[src/rtl/viterbi_path_streamer.sv]
// Captures a decoded Viterbi state path on the rising edge of done_in and streams it
// one state per beat over valid/ready, with switch counting and sticky error flags.
module viterbi_path_streamer #(
    parameter int N  = 16,
    parameter int I  = 3,
    parameter int SW = (I > 1) ? $clog2(I) : 1,
    parameter int LW = $clog2(N)
) (
    input  logic              clk,
    input  logic              rst_n,
    input  logic [N*SW-1:0]   path_in,
    input  logic [LW-1:0]     length_in,
    input  logic              done_in,
    input  logic              clr,
    output logic              busy,
    output logic              m_valid,
    input  logic              m_ready,
    output logic [SW-1:0]     m_state,
    output logic [LW-1:0]     m_index,
    output logic              m_last,
    output logic [LW-1:0]     switch_count,
    output logic              stats_valid,
    output logic              overrun,
    output logic              err_state,
    output logic              err_len
);

    // State  | meaning
    // IDLE   | waiting for a done_in rising edge with a non-zero length
    // STREAM | presenting buffered beats, advancing on each handshake
    typedef enum logic {IDLE, STREAM} state_t;

    // SW+1 bits so the bound is representable even when I is a power of two
    localparam logic [SW:0] I_CODE = (SW+1)'(I);

    state_t            state_q, state_d;
    logic              done_q;
    logic [N*SW-1:0]   path_q;
    logic [LW-1:0]     len_q;
    logic [LW-1:0]     acc_q;
    logic [SW-1:0]     prev_q;
    logic              cap;
    logic              accept;
    logic              is_switch;
    logic              bad_code;
    logic [LW-1:0]     nxt_idx;

    assign cap       = done_in & ~done_q;
    assign busy      = (state_q == STREAM);
    assign m_valid   = (state_q == STREAM);
    assign accept    = m_valid & m_ready;
    assign is_switch = (m_index != '0) && (m_state != prev_q);
    assign bad_code  = ({1'b0, m_state} >= I_CODE);
    assign nxt_idx   = m_index + {{(LW-1){1'b0}}, 1'b1};

    always_ff @(posedge clk or negedge rst_n) begin
        if (!rst_n) state_q <= IDLE;
        else        state_q <= state_d;
    end

    always_comb begin
        state_d = state_q;
        case (state_q)
            IDLE:    if (cap && length_in != '0) state_d = STREAM;
            STREAM:  if (accept && m_last)       state_d = IDLE;
            default: state_d = IDLE;
        endcase
    end

    // Beat outputs are registered: loaded on capture and on each accepted beat.
    always_ff @(posedge clk or negedge rst_n) begin
        if (!rst_n) begin
            done_q       <= 1'b0;
            path_q       <= '0;
            len_q        <= '0;
            acc_q        <= '0;
            prev_q       <= '0;
            m_state      <= '0;
            m_index      <= '0;
            m_last       <= 1'b0;
            switch_count <= '0;
            stats_valid  <= 1'b0;
        end else begin
            done_q      <= done_in;
            stats_valid <= 1'b0;
            if (state_q == IDLE) begin
                if (cap && length_in != '0) begin
                    path_q  <= path_in;
                    len_q   <= length_in;
                    acc_q   <= '0;
                    m_index <= '0;
                    m_state <= path_in[SW-1:0];
                    m_last  <= (length_in == {{(LW-1){1'b0}}, 1'b1});
                end
            end else if (accept) begin
                prev_q <= m_state;
                if (is_switch) acc_q <= acc_q + {{(LW-1){1'b0}}, 1'b1};
                if (m_last) begin
                    switch_count <= acc_q + {{(LW-1){1'b0}}, is_switch};
                    stats_valid  <= 1'b1;
                    m_index      <= '0;
                    m_state      <= '0;
                    m_last       <= 1'b0;
                end else begin
                    m_index <= nxt_idx;
                    m_state <= path_q[nxt_idx*SW +: SW];
                    m_last  <= (nxt_idx == len_q - {{(LW-1){1'b0}}, 1'b1});
                end
            end
        end
    end

    // Sticky flags: a set condition in the same cycle as clr takes priority.
    always_ff @(posedge clk or negedge rst_n) begin
        if (!rst_n) begin
            overrun   <= 1'b0;
            err_state <= 1'b0;
            err_len   <= 1'b0;
        end else begin
            if (cap && state_q == STREAM)                   overrun <= 1'b1;
            else if (clr)                                   overrun <= 1'b0;
            if (accept && bad_code)                         err_state <= 1'b1;
            else if (clr)                                   err_state <= 1'b0;
            if (cap && state_q == IDLE && length_in == '0)  err_len <= 1'b1;
            else if (clr)                                   err_len <= 1'b0;
        end
    end

endmodule

[config.mk]
export PLATFORM = sky130hd
export DESIGN_NAME = viterbi_path_streamer
export DESIGN_NICKNAME = d
export VERILOG_FILES = /design/src/rtl/viterbi_path_streamer.sv
export SDC_FILE = /design/constraint.sdc
export NUM_CORES = 1
export LEC_CHECK = 0
export CAP_MARGIN = 40
export CORE_MARGIN = 2
export CORE_UTILIZATION = 51
export CTS_CLUSTER_DIAMETER = 120
export CTS_CLUSTER_SIZE = 30
export DETAILED_ROUTE_END_ITERATION = 10
export GPL_ROUTABILITY_DRIVEN = 0
export GPL_TIMING_DRIVEN = 0
export PLACE_DENSITY = 0.77
export SLEW_MARGIN = 30
export SYNTH_ARGS = -nofsm -noshare
export SYNTH_HDL_FRONTEND = slang
export SYNTH_SLANG_ARGS = --single-unit
[constraint.sdc]
create_clock -name clk -period 2.4 [get_ports clk]
set_clock_uncertainty 0.1 [all_clocks]
set_input_delay 0.24 -clock clk [delete_from_list [all_inputs] [get_ports clk]]
set_output_delay 0.24 -clock clk [all_outputs]
set_load 0.1 [all_outputs]
Word-level counts from Yosys, hierarchy flattened
Cells that the tools add are included.

Register bits after elaboration: 59. Input bits: 41. Output and inout bits: 17.

Add/sub/neg operators: 4. Magnitude comparators: 1. Eq/ne operators: 5. Shift-type cells: 1. Muxes and demuxes: 25. Bitwise logic cells: 4. Reductions and logical operators: 19.

Operators by type and width (count): 32-bit by 6-bit variable part select with 2-bit output (1); 4-bit two-way mux (7); 1-bit two-way mux (13); 4-bit by 1-bit adder with 4-bit output, second input constant (2); 2-bit two-way mux (4); 2-bit nonzero test (4); 4-bit nonzero test (2); 1-bit logical AND (7); 2-bit AND reduction (3); 3-bit AND reduction (2); 4-bit by 1-bit adder with 4-bit output (1); 4-bit by 1-bit equality test with 1-bit output, second input constant (1); 4-bit equality test (1); 4-bit logical NOT (1); 2-bit by 1-bit inequality test with 1-bit output, second input constant (2); 4-bit by 1-bit subtractor with 4-bit output, second input constant (1); 1-bit bitwise AND (2); 2-bit >= comparator, second input constant (1); 2-bit inequality test (1); 1-bit NOT (2); 1-bit case mux with 2 select lines (1).

Longest topological paths before layout
Gate-level depths: netlist of run 1.

Word-level depth: 5. Depth in mapped cells: 8. Mapped depth without buffers: 7.

Least setup slack after synthesis of run 1
No wires, ideal clock.

Kind: register to register. Start: reg m_index[0]. End: reg m_state[0]. Arrival: 2.442 ns. Data required time: 2.176 ns. Path slack: -0.266 ns. Cell stages (with the launch flop): 9. Buffers on the path: 1. Period minus slack after synthesis: 2.666 ns. Cells stage by stage: dfrtp_1 > inv_1 > ha_1 > buf_2 > inv_1 > nor2_1 > a32o_1 > a41oi_2 > a211o_1.

Word-level cells in the longest chain between the ends: 5.

RTL lines: start: declaration (RTL line 19) `output logic [LW-1:0] m_index,`; start signal: assignment (RTL line 105) `m_index <= nxt_idx;`; 4-bit by 1-bit adder with 4-bit output (RTL line 54) `assign nxt_idx = m_index + {{(LW-1){1'b0}}, 1'b1};`; 32-bit by 6-bit variable part select with 2-bit output (RTL line 106) `m_state <= path_q[nxt_idx*SW +: SW];`; 2-bit two-way mux (RTL line 98) `if (m_last) begin`; 2-bit two-way mux (RTL line 95) `end else if (accept) begin`; 2-bit two-way mux (RTL line 86) `if (state_q == IDLE) begin`; end signal: assignment (RTL line 92) `m_state <= path_in[SW-1:0];`; end signal: assignment (RTL line 106); end: declaration (RTL line 18) `output logic [SW-1:0] m_state,`.

Every way passes these cells. The select of a mux whose other input is x is not followed. A chain may end at the register's enable or synchronous reset.

Worst setup path in the final report of run 1
Ends and elaborated chain as after synthesis.

==> results of run 1 <==
## kinds of logic (layout without fill, tap and decap cells)
family                     after synthesis  in the layout  share of synthesized area [%]
xor gates and xnor gates                16             16                           5.56
DFF                                     59             59                           51.6
and+or+nand+nor                        170            170                           24.2
buffers and inverters                   21            113                           3.24
adders and majority gates                6              6                           2.63
muxes                                   13             13                           4.81
AOI/OAI and AO/OA                       33             33                           7.97
## critical path, delay by kind of cell (launching register included)
| kind | cells | cell delay, ns |
|---|---|---|
| flip-flops | 1 | 0.42 |
| AND/OR/NAND/NOR | 1 | 0.17 |
| adder cells (fa/ha/maj) | 1 | 0.44 |
| AO/OA/AOI/OAI | 3 | 0.57 |
| buffers and inverters | 3 | 0.47 |
## metal layers
layer	wire [um]	track usage, %
met5	0	0
met1	2900	28.9
met4	90	9.14
met2	3420	41.3
met3	372	6.02
## repair_timing
action	in CTS	in global routing
endpoints found under the setup margin	0	5
hold buffers	1	0
resized for setup	0	3
endpoints found under the hold margin	30	0
## placed cells by master (no fill, tap or decap), types with 2 or more instances in the layout
master / synthesis / final
o32ai_1: 2 / 2
xor2_1: 5 / 5
and2_1: 2 / 2
nand4_1: 3 / 3
a21oi_1: 3 / 3
buf_2: 8 / 7
o21ai_0: 11 / 11
nor3_1: 3 / 3
nand2_1: 138 / 138
mux2i_1: 7 / 7
a22o_1: 2 / 2
clkbuf_8: 0 / 10
nand3_1: 4 / 4
inv_1: 9 / 9
nor2_1: 11 / 11
ha_1: 6 / 6
clkbuf_1: 2 / 2
dfrtp_1: 59 / 56
xnor2_1: 10 / 9
mux2_2: 6 / 6
nand2b_1: 3 / 3
clkdlybuf4s50_1: 0 / 56
bufinv_16: 0 / 4
buf_4: 1 / 2
buf_8: 0 / 17
o22ai_1: 6 / 6
nor2b_1: 2 / 2
dfrtp_2: 0 / 3
## state kept, by name, indices dropped and copies added, names as in the netlist
signal and flops:
acc_q 4, busy 1, done_q 1, err_len 1, err_state 1, len_q 4, m_index 4, m_last 1
m_state 2, overrun 1, path_q 32, prev_q 2, stats_valid 1, switch_count 4
## per-stage QoR
| step | cell area (um^2) | util [%] |
|---|---|---|
| 3_3_place_gp | 3520 | 64.4 |
| 3_5_place_dp | 3800 | 69.4 |
| 5_1_grt | 4100 | 74.8 |
| 2_1_floorplan | 2860 | - |
| 4_1_cts | 4080 | 74.6 |
| 6_report | 4100 | 74.8 |
## final timing paths
| path | end | slack (ns) | depth (start not counted) |
|---|---|---|---|
| setup / recovery | m_state[0] | 0.12 | 8 |
| hold / removal | overrun | 0.23 | 2 |
| setup reg to reg | m_state[0] | 0.12 | 8 |
| hold reg to reg | path_q[9] | 0.37 | 2 |
| max in group asynchronous | path_q[17] | 1.47 | 3 |
| min in group clk | done_q | 0.30 | 1 |
## power breakdown
group	internal, mW	switching, mW	total [mW]	leakage, nW
Sequential	1.40	0.315	1.72	0.745
Combinational	1.09	1.55	2.64	1.04
Clock	0.825	0.411	1.24	0.133
## final cells by class
| type | count | area [um^2] |
|---|---|---|
| Sequential cell | 59 | 1480 |
| Tap cell | 72 | 90.1 |
| Clock buffer | 10 | 138 |
| Clock inverter | 6 | 136 |
| Multi-Input combinational cell | 238 | 1300 |
| Buffer | 12 | 61.3 |
| Timing Repair Buffer | 76 | 853 |
| Inverter | 9 | 33.8 |
| Fill cell | 424 | 1380 |
==> out/qor.txt, run 1 <==
Outcome: finished clean
Vias in the first global route: 2,403
Hpwl dp: 4930 um
Power consumption: 5.59 mW
Max Slew Vio Count: 0
Worst-Margin Slew: 0.737 ns
# setup viols final: 0
IO buf count: 57
GRT Total Usage: 23.9%
Initial drt markers: 110
Syn Nets: 365
Number of synthesized flops with an enable pin: 0
Drt first pass iters: 4
Post-Route Setup TNS: 0 ns
Yosys cell types: 38
Register area share after synthesis: 51.6%
CTS Root Cell: clkbuf_8
Headroom to the max-slew limit: 50.9%
Wire per inst: 14.1 um
Placed insts: 465
Gr ovfl total: 0
Setup crit start: m_index[0]
Antenna viol nets, final: 0
Non-Filler Instances: 482
Reg-to-Reg Start: m_index[0]
Yosys top cell by area: dfrtp_1
Synth top area cells: dfrtp_1 (52%), nand2_1 (18%), xnor2_1 (3.1%)
Clock Sinks: 59
Post-synth top area share: 51.6%
Htree depth: 3
Startpoint Class: register
Setup crit end kind: register
CP most frequent cell: inv_1
Most common cell in the netlist: nand2_1
Final Net Count: 452
TritonCTS Buffers: 9
Ys Warns: 0
Share of layout cells above drive strength 1: 14.1%
Full die area: 0.00622 mm^2
Clock latency at the later pin of the worst-skew pair: 0.34 ns
Via Count: 2,514
Final worst slack: 0.123 ns
Initial antenna violation count: 0
Area delta synth->final: 43.2%
First-pass GRT wire length: 11,200 um
Residual DRC: 0
CTS tree: built
Kind of critical path: reg -> reg
Hold Path Class: in -> async
Power per cell area: 1370 mW/mm^2
Top_reg_cell synth: dfrtp_1
# rows: 27
Initial core utilization: 52.2%
Worst EP required: 2.52 ns
#FFs+latches synth: 59
Leak Pwr: 1.92 nW
Peak supply drop: 0.842 mV
Largest net degree at the start of global routing: 38
Vert. Die Dim: 78.9 um
Min Tclk post-route: 2.28 ns
Die Wd: 78.9 um
Number of diodes: 0
Synthesized cell area: 0.00286 mm^2
Synth Instances: 318
Hold_ws: 0.233 ns
CP max stage delay: 0.44 ns
Final clock period utilization by the worst path: 94.9%
Pre-CTS WS: 0.0438 ns
Worst-path clk slew: 0.07 ns
WL final: 6790 um
Core Region: 0.00547 mm^2
Post-synth ARST share: 100%
Worst path arrival time: 2.40 ns
RSZ-0062 raised after global routing: false
Max-Cap Viols: 0
Boundary Pins: 58
Slowest CP cell: ha_1
Fmax: 439 MHz
Final hold violations: 0
CP Cell Sequence: inv_1 -> ha_1 -> clkbuf_4 -> inv_1 -> nor2_1 -> a32o_1 -> a41oi_2 -> a211o_1
CP Max Fanout: 10
DR vias/cell: 5.22
Post-CTS Setup Repair Bufs: 0
Avg Synthesized Cell Area: 8.99 um^2
Clock Tree Buf Depth: 2
Most instantiated cells after synthesis: nand2_1 (138), dfrtp_1 (59), nor2_1 (11), o21ai_0 (11), xnor2_1 (10)
Note: power is estimated with default switching activity, not from simulation.
==> run 2, diff against run 1 <==
clock period = 2.3 ns   (was 2.4 ns; I/O delays follow)
==> run 2 against run 1 <==
- count of clock-buffer cells in the layout did not move
- highest routed layer unchanged
- fmax rose by 4.3%
- sequential share of layout area is 0.21 points higher
- power grew 2.3%
- clock power decreased by 9.7%
- critical endpoint unchanged
- first-iteration DRC count grew 65%
- critical path depth is the same
==> out/qor.txt, run 2 (synthesized netlist as in run 1, its figures left out) <==
Outcome: finished clean (unchanged)
Share of layout cells above drive strength 1: 14.8% (was 14.1%)
Min Tclk post-route: 2.18 ns (was 2.28 ns)
Number of diodes: 0 (unchanged)
Area delta synth->final: 42.8% (was 43.2%)
Initial drt markers: 182 (was 110)
Reg2reg path depth: 8 (unchanged)
Headroom to the max-slew limit: 57.3% (was 50.9%)
Vias in the first global route: 2,542 (was 2,403)
Slowest CP cell: dfrtp_4 (was ha_1)
WL final: 7130 um (was 6790 um)
Peak supply drop: 0.998 mV (was 0.842 mV)
CTS Root Cell: clkbuf_8 (unchanged)
Worst-path clk slew: 0.07 ns (about the same)
Commonest cells after routing, fill and taps aside: nand2_1 (138), clkdlybuf4s50_1 (56), dfrtp_1 (55), buf_8 (17), o21ai_0 (11) (was nand2_1 (138), dfrtp_1 (56), clkdlybuf4s50_1 (56), buf_8 (17))
Initial antenna violation count: 0 (unchanged)
IO buf count: 57 (unchanged)
Clock latency at the later pin of the worst-skew pair: 0.34 ns (about the same)
Full die area: 0.00622 mm^2 (unchanged)
Worst path arrival time: 2.31 ns (was 2.40 ns)
Power per cell area: 1400 mW/mm^2 (was 1370 mW/mm^2)
CP Max Fanout: 10 (unchanged)
Fin util: 74.6% (was 74.8%)
Hold_ws: 0.257 ns (was 0.233 ns)
Setup crit end kind: register (unchanged)
Gr ovfl total: 0 (unchanged)
Core Region: 0.00547 mm^2 (unchanged)
Hpwl dp: 5200 um (was 4930 um)
FF-to-FF setup slack: 0.12 ns (about the same)
Clock Sinks: 59 (unchanged)
CP max stage delay: 0.46 ns (was 0.44 ns)
Reg-to-Reg End: m_state[0] (unchanged)
CTS tree: built (unchanged)
Antenna viol nets, final: 0 (unchanged)
Kind of critical path: reg -> reg (unchanged)
Drt first pass iters: 4 (unchanged)
CP Cell Sequence: inv_1 -> ha_2 -> buf_4 -> inv_1 -> nor2_2 -> a32o_1 -> a41oi_2 -> a211o_1 (was inv_1 -> ha_1 -> clkbuf_4 -> inv_1 -> nor2_1 -> a32o_1 -> a41oi_2 -> a211o_1)
Residual DRC: 0 (unchanged)
Worst EP required: 2.42 ns (was 2.52 ns)
Filler cells: 407 (was 424)
Htree depth: 3 (unchanged)
CP most frequent cell: inv_1 (unchanged)
TritonCTS Buffers: 9 (unchanged)
First-pass GRT wire length: 11,700 um (was 11,200 um)
Reg-to-Reg Start: m_index[0] (unchanged)
Wire per inst: 14.8 um (was 14.1 um)
Hold Path Class: in -> async (unchanged)
Initial core utilization: 52.2% (unchanged)
GRT Total Usage: 24.5% (was 23.9%)
RSZ-0062 raised after global routing: false (unchanged)
Max FFs per register: 32 (unchanged)
Startpoint Class: register (unchanged)
Die Wd: 78.9 um (unchanged)
Clock Tree Buf Depth: 2 (unchanged)
Vert. Die Dim: 78.9 um (unchanged)
Commonest non-fill, non-tap cell in the layout: nand2_1 (unchanged)
Final Net Count: 453 (was 452)
DR vias/cell: 5.23 (was 5.22)
Worst-Margin Slew: 0.640 ns (was 0.737 ns)
Via Count: 2,528 (was 2,514)
Max Slew Vio Count: 0 (unchanged)
Top reg by flops: path_q (unchanged)
Fmax: 458 MHz (was 439 MHz)
Non-Filler Instances: 483 (was 482)
Placed insts: 465 (unchanged)
Final clock period utilization by the worst path: 94.9% (about the same)
Final hold violations: 0 (unchanged)
Max-Cap Viols: 0 (unchanged)
Leak Pwr: 1.91 nW (was 1.92 nW)
# setup viols final: 0 (unchanged)
Largest net degree at the start of global routing: 33 (was 38)
Boundary Pins: 58 (unchanged)
# rows: 27 (unchanged)
## run 2: how the worst max path moves through the flow
stage	startpoint	to	slack [ns]
floorplan	m_index[1]	m_state[0]	0.009
global placement	rst_n	m_index[0]	-1.29
detailed placement	length_in[1]	path_q[16]	-0.05
CTS	m_index[0]	m_state[0]	0.01
global route	m_index[0]	m_state[0]	0.02
finish	m_index[0]	m_state[0]	0.12
## run 2: repair_timing
action	CTS	global route
gates cloned	0	0
endpoints found under the hold margin	27	0
buffers inserted	0	1
pin swaps	0	1
gates resized for setup	2	4
setup endpoints to repair	2	21
hold buffers	1	0
## run 2: stage by stage
step           TNS [ns]  power, mW  instance area (um^2)  setup WS, ns
5_1_grt               0       6.03                  4080        0.0250
3_5_place_dp     -0.472       4.56                  3800       -0.0511
6_report              0       5.72                  4080         0.117
3_3_place_gp     -54.35       4.17                  3530         -1.29
2_1_floorplan         0       3.59                  2870       0.00879
4_1_cts               0       5.71                  4050        0.0106
## run 2: layout make-up
| type | count | area, um^2 | area share (%) |
|---|---|---|---|
| multi-input combinational | 238 | 1320 | 32.3 |
| clock buffer | 10 | 128 | 3.13 |
| clock inverter | 6 | 105 | 2.58 |
| tap | 72 | 90.1 | 2.21 |
| buffer | 12 | 61.3 | 1.50 |
| inverter | 9 | 33.8 | 0.828 |
| timing repair buffer | 77 | 861 | 21.1 |
| sequential | 59 | 1480 | 36.4 |
## run 2: metal layers
layer / share of wire, % / track usage, % / up-vias / wire, um
li1: - / - / 1218 / -
met1: 43 / 29.5 / 1202 / 3030
met2: 49 / 42.6 / 92 / 3480
met3: 5.8 / 4.66 / 16 / 411
met4: 2.8 / 11.6 / 0 / 199
met5: 0 / 0 / - / 0
## run 2: critical path, delay by kind of cell (launching register included)
family	cells	cell delay [ns]
compound gates	3	0.55
flops	1	0.46
buf+inv	3	0.41
fa+ha+maj	1	0.40
simple gates	1	0.14
## run 2: power by group
group	switching, mW	total (mW)	internal (mW)
logic	1.64	2.80	1.16
clock network	0.402	1.12	0.714
registers	0.345	1.81	1.47
